--- src/rtl/hdd_pkg.sv ---
// hdd_pkg: shared widths, FSM state codes and helpers for the
// slot-7 HDD image server.
package hdd_pkg;

    localparam int SECTOR_BYTES = 512;
    localparam int IDX_W        = 9;

    typedef logic [IDX_W-1:0] idx_t;
    typedef logic [2:0]       state_t;

    localparam state_t ST_IDLE     = 3'd0;
    localparam state_t ST_RD_REQ   = 3'd1;
    localparam state_t ST_RD_ZERO  = 3'd2;
    localparam state_t ST_WR_FETCH = 3'd3;
    localparam state_t ST_WR_REQ   = 3'd4;
    localparam state_t ST_DONE     = 3'd5;

    // Last legal block is nsect-1; nothing is legal while unmounted.
    function automatic logic sector_ok(
        input logic        mounted,
        input logic [31:0] sector,
        input logic [31:0] nsect
    );
        return mounted && (sector < nsect);
    endfunction

endpackage

--- src/rtl/hdd_sector_counter.sv ---
// hdd_sector_counter: byte index within the current 512-byte block
// plus a flag marking the final byte.
import hdd_pkg::*;

module hdd_sector_counter (
    input  logic clk_sys,
    input  logic reset,
    input  logic clr,
    input  logic inc,
    output idx_t idx,
    output logic last
);

    always_ff @(posedge clk_sys or posedge reset) begin
        if (reset) begin
            idx <= '0;
        end else if (clr) begin
            idx <= '0;
        end else if (inc) begin
            idx <= idx + 1'b1;
        end
    end

    assign last = &idx;

endmodule

--- src/rtl/hdd_image_server.sv ---
// hdd_image_server: slot-7 HDD sector-port responder moving 512-byte
// blocks between the card buffer and the byte-wide image store.
import hdd_pkg::*;

module hdd_image_server #(
    parameter int MEM_AW = 25,
    parameter int SEC_W  = 16
) (
    input  logic              clk_sys,
    input  logic              reset,
    input  logic [SEC_W-1:0]  hdd_sector,
    input  logic              hdd_read,
    input  logic              hdd_write,
    output logic              hdd_mounted,
    output logic              hdd_protect,
    output logic [IDX_W-1:0]  ram_addr,
    output logic [7:0]        ram_di,
    input  logic [7:0]        ram_do,
    output logic              ram_we,
    input  logic              img_mount,
    input  logic [MEM_AW-1:0] img_size,
    input  logic              img_ro,
    output logic [MEM_AW-1:0] mem_addr,
    output logic [7:0]        mem_wdata,
    input  logic [7:0]        mem_rdata,
    output logic              mem_req,
    output logic              mem_we,
    input  logic              mem_ack,
    output logic              busy,
    output logic              done,
    output logic              err
);

    localparam int NS_W = MEM_AW - IDX_W;

    state_t            state;
    logic [SEC_W-1:0]  sector_q;
    logic [NS_W-1:0]   nsect;
    logic              err_q;
    logic              cap_q;
    logic [7:0]        wdata_q;
    logic              pend_q;
    logic              pend_ro;
    logic [MEM_AW-1:0] pend_size;
    logic [MEM_AW-1:0] base;
    idx_t              idx;
    logic              last;
    logic              idx_clr;
    logic              idx_inc;
    logic              in_rng;
    logic              rd_ack;
    logic              wr_ack;

    assign in_rng = sector_ok(hdd_mounted, 32'(hdd_sector), 32'(nsect));
    assign base   = MEM_AW'({sector_q, 9'b0});
    assign rd_ack = (state == ST_RD_REQ) && mem_ack;
    assign wr_ack = (state == ST_WR_REQ) && mem_ack;

    assign idx_clr = (state == ST_IDLE);
    assign idx_inc = rd_ack || wr_ack || (state == ST_RD_ZERO);

    hdd_sector_counter u_cnt (
        .clk_sys (clk_sys),
        .reset   (reset),
        .clr     (idx_clr),
        .inc     (idx_inc),
        .idx     (idx),
        .last    (last)
    );

    always_ff @(posedge clk_sys or posedge reset) begin
        if (reset) begin
            state    <= ST_IDLE;
            sector_q <= '0;
            err_q    <= 1'b0;
            cap_q    <= 1'b0;
            wdata_q  <= 8'h00;
        end else begin
            unique case (state)
                ST_IDLE: begin
                    err_q <= 1'b0;
                    if (hdd_read) begin
                        sector_q <= hdd_sector;
                        err_q    <= !in_rng;
                        state    <= in_rng ? ST_RD_REQ : ST_RD_ZERO;
                    end else if (hdd_write) begin
                        sector_q <= hdd_sector;
                        if (in_rng && !hdd_protect) begin
                            state <= ST_WR_FETCH;
                        end else begin
                            err_q <= 1'b1;
                            state <= ST_DONE;
                        end
                    end
                end
                ST_RD_REQ: begin
                    if (rd_ack && last) state <= ST_DONE;
                end
                ST_RD_ZERO: begin
                    if (last) state <= ST_DONE;
                end
                ST_WR_FETCH: begin
                    cap_q <= 1'b1;
                    state <= ST_WR_REQ;
                end
                ST_WR_REQ: begin
                    // ram_do is valid only in the first WR_REQ cycle.
                    if (cap_q) begin
                        wdata_q <= ram_do;
                        cap_q   <= 1'b0;
                    end
                    if (wr_ack) state <= last ? ST_DONE : ST_WR_FETCH;
                end
                ST_DONE: begin
                    state <= ST_IDLE;
                end
                default: begin
                    state <= ST_IDLE;
                end
            endcase
        end
    end

    // Mount strobes outside IDLE wait here until the transfer ends.
    always_ff @(posedge clk_sys or posedge reset) begin
        if (reset) begin
            hdd_mounted <= 1'b0;
            hdd_protect <= 1'b0;
            nsect       <= '0;
            pend_q      <= 1'b0;
            pend_ro     <= 1'b0;
            pend_size   <= '0;
        end else if (state == ST_IDLE) begin
            if (img_mount) begin
                hdd_mounted <= |img_size;
                hdd_protect <= img_ro;
                nsect       <= img_size[MEM_AW-1:IDX_W];
                pend_q      <= 1'b0;
            end else if (pend_q) begin
                hdd_mounted <= |pend_size;
                hdd_protect <= pend_ro;
                nsect       <= pend_size[MEM_AW-1:IDX_W];
                pend_q      <= 1'b0;
            end
        end else if (img_mount) begin
            pend_q    <= 1'b1;
            pend_size <= img_size;
            pend_ro   <= img_ro;
        end
    end

    assign busy      = (state != ST_IDLE);
    assign mem_req   = (state == ST_RD_REQ) || (state == ST_WR_REQ);
    assign mem_we    = (state == ST_WR_REQ);
    assign mem_addr  = mem_req ? base + MEM_AW'(idx) : '0;
    assign mem_wdata = mem_we ? (cap_q ? ram_do : wdata_q) : 8'h00;
    assign ram_addr  = idx;
    assign ram_we    = rd_ack || (state == ST_RD_ZERO);
    assign ram_di    = rd_ack ? mem_rdata : 8'h00;
    assign done      = (state == ST_DONE);
    assign err       = done && err_q;

endmodule

--- config.mk ---
export PLATFORM = sky130hd
export DESIGN_NAME = hdd_image_server
export DESIGN_NICKNAME = d
export VERILOG_FILES = /design/src/rtl/hdd_pkg.sv /design/src/rtl/hdd_sector_counter.sv /design/src/rtl/hdd_image_server.sv
export SDC_FILE = /design/constraint.sdc
export NUM_CORES = 1
export LEC_CHECK = 0
export CORE_MARGIN = 2
export CORE_UTILIZATION = 44
export DETAILED_ROUTE_END_ITERATION = 10
export MAX_ROUTING_LAYER = met4
export PLACE_DENSITY = 0.77
export SYNTH_ARGS = -nofsm -noshare
export SYNTH_HDL_FRONTEND = slang
export SYNTH_SLANG_ARGS = --single-unit
--- constraint.sdc ---
create_clock -name clk_sys -period 3.9 [get_ports clk_sys]
set_input_delay 0.78 -clock clk_sys [delete_from_list [all_inputs] [get_ports clk_sys]]
set_output_delay 0.78 -clock clk_sys [all_outputs]
set_load 0.005 [all_outputs]
==> impl_metrics.json, run 1 <==
{
  "outcome": "finished, final reports clean",
  "finalWirelength_mm": 9.852,
  "die_area_sq_um": 11010,
  "hp-start": "nsect[14]",
  "hold_viol": 0,
  "core_area_sq_um": 9819,
  "viasPerCell": 5.009,
  "synth_area_sq_um": 4482,
  "synth_cell_type_count": 52,
  "insertion_delay_ns": 0.35,
  "fmax_mhz": 304.6,
  "r2r_start": "u_cnt.idx[3]",
  "ys_ff_latch": 83,
  "avgSynthCellArea_sq_um": 10.75,
  "grt_pass1_wl_mm": 16.42,
  "rsz0062_at_grt": "no",
  "cts-root-buf": "clkbuf_8",
  "skew_ns": 0.007194,
  "dr.pass1.iters": 4,
  "path_class": "input port to output port",
  "cts.clk_slew.worst_paths_ns": 0.08,
  "fill_cells": 853,
  "synthTopCellsByArea": "dfrtp_1 46%, mux2_2 13%, mux2i_1 5.8%",
  "grt_start_max_net_pins": 67,
  "yosys.area.top_type": "dfrtp_1",
  "rows": 36,
  "yosys_warnings": 0,
  "numCtsBuffers": 9,
  "synth-async-reset-ratio": 1.000,
  "r2r_setup_slack_ns": 1.75,
  "start_util": 0.4564,
  "worstSetupStartpoint": "mem_ack",
  "cp-start-kind": "input port",
  "post_cts_buffers": 0,
  "diodes": 0,
  "fin_area_sq_um": 5996,
  "power.density_nw_per_um2": 672.7,
  "placed_area_sq_um": 5783,
  "finalPower_uw": 4033,
  "hold_buffers": 0,
  "antenna_found_initial": 0,
  "wl_per_cell_um": 14.62,
  "grtUsageTotal": 0.1896,
  "drive_above_1_share": 0.1516,
  "holdPathStages": 2,
  "seq_area_frac_synth": 0.4634,
  "p_leak_uw": 0.002570,
  "layout.nets": 617,
  "ant_nets": 0,
  "synth_ff_type": "dfrtp_1",
  "area_growth_pct": 33.78,
  "r2r-end": "state[2]",
  "synth_top_cell_area_share": 0.4634,
  "cp-end-kind": "output port",
  "drt_iter0_drc": 142,
  "final_cells": 674,
  "cp_data_arrival_time_ns": 2.50,
  "maxSlewViolCount": 0,
  "die_x_um": 104.9,
  "place_congestion": 0.7864,
  "yosysMostFrequentCell": "dfrtp_1",
  "placedCellCount": 658,
  "setup_tns_ns": 0,
  "cts.sinks": 83,
  "holdCritPathClass": "flop to flop",
  "finalCritPeriodShare": 0.8419,
  "cp.required_ns": 3.12,
  "hpwl_mm": 7.646,
  "ios": 122,
  "grt_pass1_vias": 3482,
  "io_buffers": 121,
  "htree_levels": 3,
  "num_vias": 3376,
  "dieHeight_um": 104.9,
  "vdd.ir_drop.worst_v": 0.0002853,
  "r2r_cells": 9,
  "hold_end": "nsect[14]",
  "drcViolationCount": 0,
  "grt.overflow.total": 0,
  "worstMarginPinSlew_ns": 1.096,
  "setup_violations": 0,
  "layout_min_cycle_time_ns": 3.284,
  "slew_headroom": 0.2688,
  "synth_edf_count": 0,
  "critPathMaxFanout": 8,
  "cap_violations": 0,
  "cts_tree": "built",
  "postCtsResizedCells": 0,
  "yosys-top-cells-count": "83 x dfrtp_1, 50 x mux2_2, 34 x and2_1",
  "cts_buffer_depth": 2,
  "synth_fp_nets": 498,
  "syn_inst": 417
}
-- power breakdown --
group / leakage, uW / switching [uW] / internal, uW
Clock: 0.0000978 / 306 / 332
Sequential: 0.00100 / 315 / 1260
Combinational: 0.00147 / 775 / 1040
-- area by class of cell --
type / instances / area [sq um] / share of cell area
Inverter: 22 / 88.84 / 0.01482
Tap cell: 133 / 166.4 / 0.02775
Multi-Input combinational cell: 294 / 2202 / 0.3673
Sequential cell: 83 / 2077 / 0.3464
Clock inverter: 5 / 61.31 / 0.01023
Clock buffer: 11 / 151.4 / 0.02525
Timing Repair Buffer: 126 / 1249 / 0.2083
-- through the flow --
step | setup slack, ns | hold WS [ns] | utilization
floorplan | 0.9832 | 0.4498 | -
global placement | 0.7378 | 0.4662 | 0.5889
detailed placement | 0.6398 | 0.4701 | 0.5889
CTS | 0.6383 | 0.4889 | 0.6106
global route | 0.5420 | 0.5102 | 0.6106
finish | 0.6165 | 0.4808 | 0.6106
-- per-layer routing --
layer	part of all wire	routed length (um)	up-vias	global-route usage
li1	-	-	1693	-
met1	0.45	4481	1588	0.2431
met2	0.49	4851	84	0.3066
met3	0.039	380	11	0.02807
met4	0.014	138	0	0.06952
met5	0	0	-	-
-- cells by family after synthesis --
logic type / Yosys count / share of synthesized area
compound gates: 63 / 0.09018
xor+xnor: 6 / 0.01173
fa+ha+maj: 17 / 0.04746
buf+inv: 40 / 0.04606
flops: 83 / 0.4634
mux: 76 / 0.1837
simple gates: 132 / 0.1575
-- worst max-delay path by stage --
stage / end / cells past startpoint
after floorplan: cap_q / 1
after global placement: ram_di[0] / 5
after detailed placement: ram_di[1] / 5
after CTS: ram_di[1] / 5
after global routing: ram_di[1] / 5
final: ram_di[1] / 5
-- worst max-delay path, cell delays in order --
cell,delay (ns)
clkdlybuf4s50_1,0.55
nand3b_1,0.14
nor2_1,0.32
and2_1,0.20
clkdlybuf4s50_1,0.52
-- state kept, by name, summed over array words and instances (netlist names) --
name and count:
u_cnt.idx 9, hdd_protect 1, sector_q 16, pend_size 25, pend_ro 1, cap_q 1, wdata_q 8, state 3
hdd_mounted 1, nsect 16, err_q 1, pend_q 1
-- cells in the final DEF (no fill, tap or decap), types with 2 or more instances in the layout --
cell type        instances
and2_1                  34
nand4_1                  2
mux2_2                  50
nor2_1                  28
dfrtp_1                 83
nor2b_1                  2
nand3b_1                 2
clkdlybuf4s50_1        121
clkinvlp_4               3
clkbuf_8                11
inv_1                   20
a31oi_1                  2
nand3_1                  8
xor2_1                   5
buf_4                    5
nor4_1                  11
ha_1                    17
o21ai_0                 29
o2111ai_1                4
a21oi_1                 10
and3_1                   4
nand2b_1                 3
nand2_1                 30
mux2i_1                 26
(Power assumes the default switching activity.)
==> inputs of run 2 (changes only) <==
- PLACE_DENSITY: 0.77 -> 0.8
- clock period: 3.9 -> 2.72 ns (I/O delays scaled with it)
==> impl_metrics.json, run 2 (synthesis results as in run 1) <==
{
  "diodes": 0,
  "setup_violations": 0,
  "hpwl_mm": 7.657,
  "antenna_found_initial": 0,
  "layout_commonest_cell": "clkdlybuf4s50_1",
  "insertion_delay_ns": 0.35,
  "holdCritPathClass": "flop to flop",
  "cts.sinks": 83,
  "placed_area_sq_um": 5833,
  "die_area_sq_um": 11010,
  "drcViolationCount": 0,
  "cp-end-kind": "output port",
  "area_growth_pct": 35.18,
  "layout_min_cycle_time_ns": 2.590,
  "fin_area_sq_um": 6058,
  "p_leak_uw": 0.002603,
  "grt_start_max_net_pins": 62,
  "ant_nets": 0,
  "cts.clk_slew.worst_paths_ns": 0.08,
  "start_util": 0.4564,
  "grt_pass1_vias": 3425,
  "wl_per_cell_um": 14.57,
  "hold_viol": 0,
  "cp_data_arrival_time_ns": 2.05,
  "slew_headroom": 0.6714,
  "use_met1": 0.2479,
  "largestRegisters": "pend_size (25), nsect (16), sector_q (16)",
  "finalCritPeriodShare": 0.9523,
  "drt_iter0_drc": 148,
  "final_util": 0.6170,
  "cts_tree": "built",
  "rows": 36,
  "setup_tns_ns": 0,
  "skew_ns": 0.006995,
  "dieHeight_um": 104.9,
  "dr.pass1.iters": 4,
  "hold_buffers": 0,
  "path_class": "input port to output port",
  "outcome": "finished, final reports clean",
  "worstMarginPinSlew_ns": 0.4929,
  "grt_pass1_wl_mm": 16.40,
  "fmax_mhz": 386.0,
  "place_congestion": 0.8157,
  "vdd.ir_drop.worst_v": 0.0003910,
  "critPathMaxFanout": 8,
  "gr-usage-met2": 0.3019,
  "viasPerCell": 5.115,
  "cts-root-buf": "clkbuf_8",
  "ios": 122,
  "maxSlewViolCount": 0,
  "cp-start-kind": "input port",
  "gr-usage-met3": 0.03057,
  "drive_above_1_share": 0.1630,
  "grt.overflow.total": 0,
  "layout.nets": 622,
  "grtUsageTotal": 0.1881,
  "cap_violations": 0,
  "cp.required_ns": 2.18,
  "rsz0062_at_grt": "no",
  "post_cts_buffers": 0,
  "core_area_sq_um": 9819,
  "finalWirelength_mm": 9.896,
  "htree_levels": 3,
  "power.density_nw_per_um2": 971.2,
  "grt_busiest_layer": "met2",
  "postCtsResizedCells": 2,
  "num_vias": 3473,
  "io_buffers": 121,
  "finalPower_uw": 5884,
  "numCtsBuffers": 9,
  "regMostFlops": "pend_size",
  "mostFrequentLayoutCells": "121 x clkdlybuf4s50_1, 82 x dfrtp_1, 50 x mux2_2, 34 x and2_1, 30 x nand2_1",
  "cts_buffer_depth": 2,
  "die_x_um": 104.9,
  "largest_reg_flops": 25
}
-- run 2: cell types whose count changed in the layout (fill, tap and decap cells not counted), sizes merged --
cell,before,now
clkinv,2,1
clkinvlp,3,2
clkbuf,11,13
buf,5,10
-- run 2: cell type report --
class                   count  area, sq um
fillers                   851         3761
inverters                  22        88.84
repair buffers            131         1299
flip-flops and latches     83         2078
clock inverters             3        45.04
clock buffers              13        168.9
well taps                 133        166.4
multi-input cells         294         2212
-- run 2: metal layers --
metal	share of wire	wire length, um
met2	0.49	4807
met1	0.46	4587
met5	0	0
met3	0.040	400
met4	0.010	99
-- run 2: stage by stage --
stage / worst slack (ns) / cells / hold WS (ns)
after floorplan: 0.03921 / 417 / 0.4498
after CTS: 0.06313 / 679 / 0.4878
after global routing: 0.01180 / 679 / 0.5133
final: 0.1296 / 679 / 0.4813
after global placement: 0.1400 / 663 / 0.4643
after detailed placement: 0.02829 / 663 / 0.4700
-- run 2: power by group --
group / switching, uW / internal, uW / total (uW)
Combinational: 1190 / 1530 / 2720
Clock: 432 / 500 / 932
Sequential: 416 / 1810 / 2230
Total: 2040 / 3850 / 5880
-- run 2: worst max-delay path: stages --
cell             delay [ns]
clkdlybuf4s50_1        0.48
nand3b_1               0.13
nor2_2                 0.23
and2_1                 0.16
clkdlybuf4s50_1        0.51
-- run 2: path summary, 6_finish.rpt --
check | endpoint | depth (start not counted) | from | slack, ns
setup / recovery | ram_di[1] | 5 | mem_ack | 0.13
hold reg to reg | nsect[9] | 2 | nsect[9] | 0.48
hold / removal | nsect[9] | 2 | nsect[9] | 0.48
setup reg to reg | state[2] | 9 | u_cnt.idx[3] | 0.53
max in group asynchronous | state[1] | 3 | reset | 1.55
min in group asynchronous | wdata_q[4] | 2 | reset | 0.51
